===== config.mk =====
export PLATFORM = sky130hd
export DESIGN_NAME = mips_mem_responder
export DESIGN_NICKNAME = d
export VERILOG_FILES = /design/src/rtl/mips_mem_responder.sv
export SDC_FILE = /design/constraint.sdc
export NUM_CORES = 2
export LEC_CHECK = 0
export BUFFER_PORTS_ARGS = -buffer_cell sky130_fd_sc_hd__buf_2
export CELL_PAD_IN_SITES_DETAIL_PLACEMENT = 2
export CELL_PAD_IN_SITES_GLOBAL_PLACEMENT = 2
export CORE_ASPECT_RATIO = 0.8
export CORE_MARGIN = 2
export CORE_UTILIZATION = 35
export CTS_CLUSTER_SIZE = 28
export DETAILED_ROUTE_END_ITERATION = 8
export HOLD_SLACK_MARGIN = 0.08
export PLACE_DENSITY_LB_ADDON = 0.1
export RECOVER_POWER = 25
export SLEW_MARGIN = 10
export SYNTH_ARGS = -nofsm -noshare
export SYNTH_HDL_FRONTEND = slang
export SYNTH_SLANG_ARGS = --single-unit

===== constraint.sdc =====
create_clock -name clk -period 5.1 [get_ports clk]
set_input_delay 0.765 -clock clk [delete_from_list [all_inputs] [get_ports clk]]
set_output_delay 0.765 -clock clk [all_outputs]
set_load 0.005 [all_outputs]

===== src/rtl/mips_mem_responder.sv =====
// Unified instruction/data memory responder for the multicycle MIPS core.
// One request in flight at a time; the response pulse follows a configurable number of wait states.
module mips_mem_responder #(
    parameter int DEPTH_WORDS = 64,
    parameter int AW          = 6,
    parameter int WAIT_CYCLES = 2
) (
    input  logic          clk,
    input  logic          reset,
    input  logic          req_valid,
    output logic          req_ready,
    input  logic          req_we,
    input  logic [31:0]   req_addr,
    input  logic [31:0]   req_wdata,
    output logic          resp_valid,
    output logic [31:0]   resp_rdata,
    output logic          resp_err,
    input  logic          ld_en,
    input  logic [AW-1:0] ld_addr,
    input  logic [31:0]   ld_data,
    output logic          busy
);

    // Handshake: a request transfers on a rising edge where req_valid && req_ready;
    // the core holds req_valid and the request fields stable until that edge.
    typedef enum logic [1:0] {
        S_IDLE = 2'd0,
        S_WAIT = 2'd1,
        S_RESP = 2'd2
    } state_t;

    localparam logic [3:0] WAIT_LOAD = (WAIT_CYCLES == 0) ? 4'd0 : 4'(WAIT_CYCLES - 1);

    state_t      state, state_next;
    logic [3:0]  cnt, cnt_next;
    logic        enter_resp;
    logic        accept;

    logic        lat_we;
    logic [31:0] lat_addr;
    logic [31:0] lat_wdata;

    logic        c_we;
    logic [31:0] c_addr;
    logic [31:0] c_wdata;
    logic        c_err;
    logic [AW-1:0] c_idx;

    logic [31:0] mem [DEPTH_WORDS];

    assign req_ready = (state == S_IDLE) && !ld_en && !reset;
    assign accept    = req_valid && req_ready;
    assign busy      = (state != S_IDLE);

    // With zero wait states the commit edge is the accept edge, so use the live request fields.
    assign c_we    = (state == S_IDLE) ? req_we    : lat_we;
    assign c_addr  = (state == S_IDLE) ? req_addr  : lat_addr;
    assign c_wdata = (state == S_IDLE) ? req_wdata : lat_wdata;
    assign c_err   = (c_addr[1:0] != 2'b00) || (c_addr[31:2] >= 30'(DEPTH_WORDS));
    assign c_idx   = c_addr[AW+1:2];

    always_comb begin
        state_next = state;
        cnt_next   = cnt;
        enter_resp = 1'b0;
        case (state)
            S_IDLE: begin
                if (accept) begin
                    if (WAIT_CYCLES == 0) begin
                        state_next = S_RESP;
                        enter_resp = 1'b1;
                    end else begin
                        state_next = S_WAIT;
                        cnt_next   = WAIT_LOAD;
                    end
                end
            end
            S_WAIT: begin
                if (cnt == 4'd0) begin
                    state_next = S_RESP;
                    enter_resp = 1'b1;
                end else begin
                    cnt_next = cnt - 4'd1;
                end
            end
            S_RESP: begin
                state_next = S_IDLE;
            end
            default: begin
                state_next = S_IDLE;
            end
        endcase
    end

    // resp_valid trails the RESP state by one edge, so the pulse lands in the first IDLE cycle.
    always_ff @(posedge clk) begin
        if (reset) begin
            state      <= S_IDLE;
            cnt        <= 4'd0;
            resp_valid <= 1'b0;
            resp_rdata <= 32'd0;
            resp_err   <= 1'b0;
        end else begin
            state      <= state_next;
            cnt        <= cnt_next;
            resp_valid <= (state == S_RESP);
            if (enter_resp) begin
                resp_err   <= c_err;
                resp_rdata <= (c_err || c_we) ? 32'd0 : mem[c_idx];
            end
        end
    end

    always_ff @(posedge clk) begin
        if (accept) begin
            lat_we    <= req_we;
            lat_addr  <= req_addr;
            lat_wdata <= req_wdata;
        end
    end

    // Loader writes only land in IDLE, where no commit can coincide with them.
    always_ff @(posedge clk) begin
        if (!reset) begin
            if (enter_resp && c_we && !c_err) begin
                mem[c_idx] <= c_wdata;
            end else if (ld_en && (state == S_IDLE)) begin
                mem[ld_addr] <= ld_data;
            end
        end
    end

endmodule


==> Word level (Yosys, flattened, before mapping) <==
Memory sizes are Yosys's and may differ from the RTL's.
Index checks and enable logic that the tools add are counted.
{ "totals": {"ff_bits": 105, "mem_bits_rw": 2048, "input_bits": 107, "output_inout_bits": 36, "elab_cells": 57, "memories": 1} }
{ "op_classes": {"add_sub_neg": 1, "n_lt_le_gt_ge": 1, "n_eq_ne": 5, "muxes": 22, "reduce_logical": 19} }
{ "mem_list": {"columns": ["name", "depth", "word_bits", "read_ports", "rd_ports_with_merged_regs", "wr", "line", "source"], "rows": [
  ["mem", 64, 32, 1, 0, 1, "49", "logic [31:0] mem [DEPTH_WORDS];"]
]} }
{ "op_table": {"columns": ["op", "count"], "rows": [
  ["32-bit two-way mux", 4],
  ["32-bit OR reduction", 1],
  ["30-bit by 7-bit >= comparator with 1-bit output (second input constant)", 1],
  ["1-bit two-way mux", 11],
  ["4-bit two-way mux", 2],
  ["4-bit one-hot mux with 2 select lines", 1],
  ["1-bit logical AND", 6],
  ["6-bit two-way mux", 1],
  ["2-bit != test (second input constant)", 3],
  ["2-bit nonzero test", 3],
  ["4-bit zero test", 1],
  ["2-bit two-way mux", 2],
  ["2-bit one-hot mux with 2 select lines", 1],
  ["4-bit by 1-bit subtractor with 4-bit output (second input constant)", 1],
  ["1-bit zero test", 3],
  ["3-bit AND reduction", 1],
  ["2-bit by 1-bit equality test with 1-bit output (second input constant)", 1],
  ["2-bit equality test (second input constant)", 1],
  ["2-bit zero test", 1],
  ["1-bit logical OR", 2],
  ["2-bit AND reduction", 1]
]} }

==> Logic depth before layout (Yosys ltp) <==
{ "depth": {"ltp_word": 11, "mapped_depth": 12, "depth_no_buf": 9} }

==> Worst setup path after synthesis <==
Ideal clock, no wire load.
{ "synth_timing": {"kind": "input to register", "from": "input reset", "to": "memory mem[0][10], data pin", "setup_time_ps": 588, "t_arrival_ps": 3943, "required_ps": 4512, "path_slack_ps": 569, "path_stages": 7, "path_buffers": 4, "path_cell_list": "clkbuf_1 -> nand3b_1 -> clkbuf_1 -> buf_1 -> buf_1 -> nor2_1 -> a31oi_1"} }
{ "synth_between": {"elab_chain_len": 4} }
{ "synth_rtl": {"columns": ["element", "line", "source"], "rows": [
  ["start: declaration", "9", "input logic reset,"],
  ["1-bit two-way mux", "124", "if (!reset) begin"],
  ["1-bit two-way mux (implied by the code)", "128", "mem[ld_addr] <= ld_data;"],
  ["32-bit OR reduction (no line)", null, null],
  ["32-bit two-way mux (no line)", null, null],
  ["end: declaration", "49", null]
]} }
No other way between the ends.

==> Final worst setup path <==
{ "layout_timing": {"from": "register state[1]", "to": "memory mem[57][1], data pin"} }
{ "layout_between": {"elab_chain_len": 11, "word_cells_on_any_way": 19, "cone_classes": "order compare (1); eq/ne (1); mux (9); reduce/logical (8)"} }
{ "layout_rtl": {"columns": ["element", "line", "source"], "rows": [
  ["start: declaration", "34", "state_t state, state_next;"],
  ["start signal: assignment", "104", "state <= state_next;"],
  ["2-bit zero test", null, null],
  ["32-bit two-way mux", "57", "assign c_addr = (state == S_IDLE) ? req_addr : lat_addr;"],
  ["30-bit by 7-bit >= comparator with 1-bit output or 2-bit nonzero test (tied branches)", "59", "assign c_err = (c_addr[1:0] != 2'b00) || (c_addr[31:2] >= 30'(DEPTH_WORDS));"],
  ["1-bit logical OR", "59", null],
  ["1-bit zero test", "125", "if (enter_resp && c_we && !c_err) begin"],
  ["1-bit logical AND", "125", null],
  ["1-bit two-way mux", "125", null],
  ["1-bit two-way mux", "124", null],
  ["1-bit two-way mux (implied by the code)", "128", null],
  ["32-bit OR reduction (no line)", null, null],
  ["32-bit two-way mux (no line) *", null, null]
]} }
Mark *: on every way between the ends. The rest lies on a longest branch, timed or not.

==> flow_summary.ini <==
[synthesis]
synth.area.top_cells = edfxtp_1 (76%), nand2_1 (9.5%), nand3_1 (4.7%)
synth-seq-cells = 2153
synth-async-reset-ratio = 0
synth_area_leader_cell = edfxtp_1
synth-edff-count = 2113
netlist.area_leader.share = 0.7638
yosysWarnings = 0
ys.flop_type = edfxtp_1
ys_seq_area_frac = 0.7734
synthDistinctLibCells = 47
syn_area_sq_um = 83080
synth_fp_nets = 6372
post_synth_inst_count = 6263
post_synth.cell_area_avg_sq_um = 13.26

[drt]
detail_route.wl_per_cell_um = 31.09
count_of_vias_placed_by_the_detailed_router = 55220
1st_pass_router_iterations = 5
drt.antenna.violating_nets = 0
initial_drc_count = 4952
drt-total-wl_um = 308300
routed_via_density = 5.568
remaining_routing_drc_violations = 0

[clock_network]
cts_tree = yes
htree_levels = 4
ctsRootBufferMaster = clkbuf_16
cts_setup_buffers = 0
cts-root-to-sink-buffers = 4
post_cts_resized = 0
tritoncts.num_buffers = 231
cts_num_sinks = 2153
clock_insertion_delay_worst_skew_ns = 0.91
path_clk_slew_ns = 0.06
cts_hold_buf = 61

[global_route]
first_pass_grt_wire_length_um = 439000
routing_layer_with_the_top_usage_in_global_route = met2
grt_use_met1 = 0.3696
global_route.usage.met3 = 0.03320
first_global_vias = 58470
globalRouteMet2Util = 0.4075
grt_antenna_before_repair = 27
total_routing_resource_utilization_after_global_routing = 0.2529
grt_start_max_net_pins = 129
gr-total-overflow = 0

[sta]
worstMarginPinSlew_ns = 2.255
final-hold-violation-count = 0
finalSetupViolations = 0
setup_repair_after_global_routing_missed_its_margin = false
final_min_period_over_clock_period = 0.8853
slew-limit-headroom = -0.5082
timing_max_transition_violations_final = 687
worst_clock_skew_ns = 0.05657
setup_ws_ns = 0.5849
totalNegativeSetupSlack_ns = 0
period_minus_slack_ns = 4.515
timing.fmax_mhz = 221.5

[worst_setup_path]
critical_setup_path_kind = reg2reg
crit_path_start_kind = flip-flop
critical_path_buf_inv_count = 3
critical_path.max_fanout = 29
critical_path.endpoint_type = flip-flop
timing.critical_path.cells = nor2_1, buf_4, nand3b_1, buf_4, a31oi_1, clkbuf_1
worst_path_largest_cell_delay_ns = 1.46
crit_required_ns = 5.61
path_delay_family = buffers and inverters
crit_top_cell = buf_4
worst_path_cell_with_the_longest_stage_delay = a31oi_1
worstPathArrival_ns = 5.02

[die]
ioPinCount = 143
core_region_area_sq_um = 235300
num_rows = 159
die_height_um = 439.8
die_outline_width_um = 548.7
initial_core_util = 0.3530
area_of_the_die_sq_um = 241300

[power]
finalPower_mw = 39.47
worst_ir_drop_vdd_mv = 0.2936
power.leakage_nw = 32.01
power_density_nw_per_um2 = 405.3

[place]
port_buffers = 142
dp_worst_setup_slack_ns = 0.6380
post_dp_cell_area_sq_um = 90200
place_congestion = 0.7814
total_half_perimeter_wirelength_after_legalization_and_detailed_placement_um = 183500

[cells_and_area]
nets = 6707
fillers = 23350
layout-drive-gt1-share = 0.1112
regArea_sq_um = 64250
area_delta_synth_final_pct = 17.21
multi_input_area_sq_um = 18020
stdcell_area_sq_um = 97380

[job]
cap_viol_max_count = 17

[hold_path]
hold_path_class = in2reg

[run_status]
failed_checks = max-capacitance violations, max-slew violations
run_status = complete, but fails checks
power breakdown:
part | internal, mW | switching, mW
logic | 0.758 | 2.75
clock network | 8.91 | 7.13
registers | 19.9 | 0.0226
total | 29.6 | 9.90
cell type report:
cell class	instances	area share
Timing Repair Buffer	492	0.04316
Antenna cell	8	0.0002056
Sequential cell	2153	0.6598
Tap cell	3139	0.04033
Inverter	7	0.0002698
Multi-Input combinational cell	3713	0.1851
Clock inverter	105	0.007260
Clock buffer	301	0.06389
cells in the final DEF, fill, tap and decap left out, types with 11 or more instances in the layout:
master | synthesis | layout
clkbuf_16 | 0 | 237
a31oi_4 | 0 | 22
clkinv_2 | 0 | 38
dfxtp_1 | 40 | 40
a211o_1 | 31 | 31
buf_4 | 5 | 196
a41oi_1 | 62 | 62
buf_12 | 0 | 70
buf_2 | 167 | 73
nand3_1 | 772 | 772
clkbuf_1 | 184 | 143
edfxtp_1 | 2113 | 2113
mux2i_1 | 11 | 11
a31oi_1 | 288 | 260
dlygate4sd3_1 | 0 | 61
nand4_1 | 249 | 249
clkinv_1 | 0 | 50
nand2_1 | 2112 | 2107
nor2_4 | 1 | 64
nor2_1 | 103 | 40
metrics by stage:
step / hold slack [ns] / utilization / cells
2_1_floorplan: 0.4607 / - / 6263
3_3_place_gp: 0.5172 / 0.3832 / 9442
3_5_place_dp: 0.5041 / 0.3832 / 9443
4_1_cts: 0.09687 / 0.4153 / 9910
5_1_grt: 0.2063 / 0.4137 / 9913
6_report: 0.2306 / 0.4138 / 9918
flip-flops by register name, summed over array words and instances (netlist names):
register,cells
mem,2048
lat_addr,32
state,2
resp_err,1
resp_rdata,32
lat_wdata,32
cnt,4
resp_valid,1
lat_we,1
path summary, 6_finish.rpt:
kind / startpoint / end / slack [ns] / cells after the start
max: state[1] / mem[57][1] / 0.58 / 6
min: reset / state[0] / 0.23 / 2
min reg2reg: resp_rdata[22] / resp_rdata[22] / 0.50 / 1
max reg2reg: state[1] / mem[57][1] / 0.58 / 6
worst register-to-register path, cell delays in order, from the launching register on:
cell and delay [ns]:
dfxtp_1 0.35, nor2_1 0.24, buf_4 0.43, nand3b_1 0.28, buf_4 0.33, a31oi_1 1.47
clkbuf_1 1.02
cell families (layout without fill, tap and decap cells):
logic type / after synthesis / count (layout) / share of synthesized area
fa+ha+maj: 2 / 2 / 0.0003012
simple gates: 3284 / 3284 / 0.1691
compound gates: 412 / 412 / 0.03441
other cells: 0 / 8 / 0
buf+inv: 397 / 905 / 0.02077
flops: 2153 / 2153 / 0.7734
mux: 13 / 13 / 0.001762
xor+xnor: 2 / 2 / 0.0002109
per-layer routing:
layer,part of all wire,wire [um],up-vias
li1,-,-,23730
met1,0.47,144400,29770
met2,0.47,143900,1341
met3,0.048,14790,368
met4,0.017,5097,18
met5,0.00041,126,-
cells in the mapped netlist (2+ instances only):
| cell | n |
|---|---|
| nor2b_1 | 5 |
| a32oi_1 | 5 |
| dfxtp_1 | 40 |
| nor3b_1 | 7 |
| xnor2_1 | 2 |
| o21a_1 | 3 |
| buf_4 | 5 |
| buf_1 | 33 |
| or3_1 | 2 |
| nand3_1 | 772 |
| nand2_1 | 2112 |
| clkbuf_1 | 184 |
| buf_2 | 167 |
| nand3b_1 | 6 |
| a21oi_1 | 3 |
| o21ai_0 | 3 |
| nor4_1 | 10 |
| nor2_1 | 103 |
| a31oi_2 | 3 |
| o21ai_1 | 3 |
| nand4_1 | 249 |
| and3_1 | 4 |
| inv_1 | 6 |
| edfxtp_1 | 2113 |
| a41oi_1 | 62 |
| mux2i_1 | 11 |
| a211o_1 | 31 |
| nor3_1 | 9 |
| ha_1 | 2 |
| a221oi_1 | 4 |
| a31oi_1 | 288 |
No activity file was read; power rests on OpenSTA's default activity.
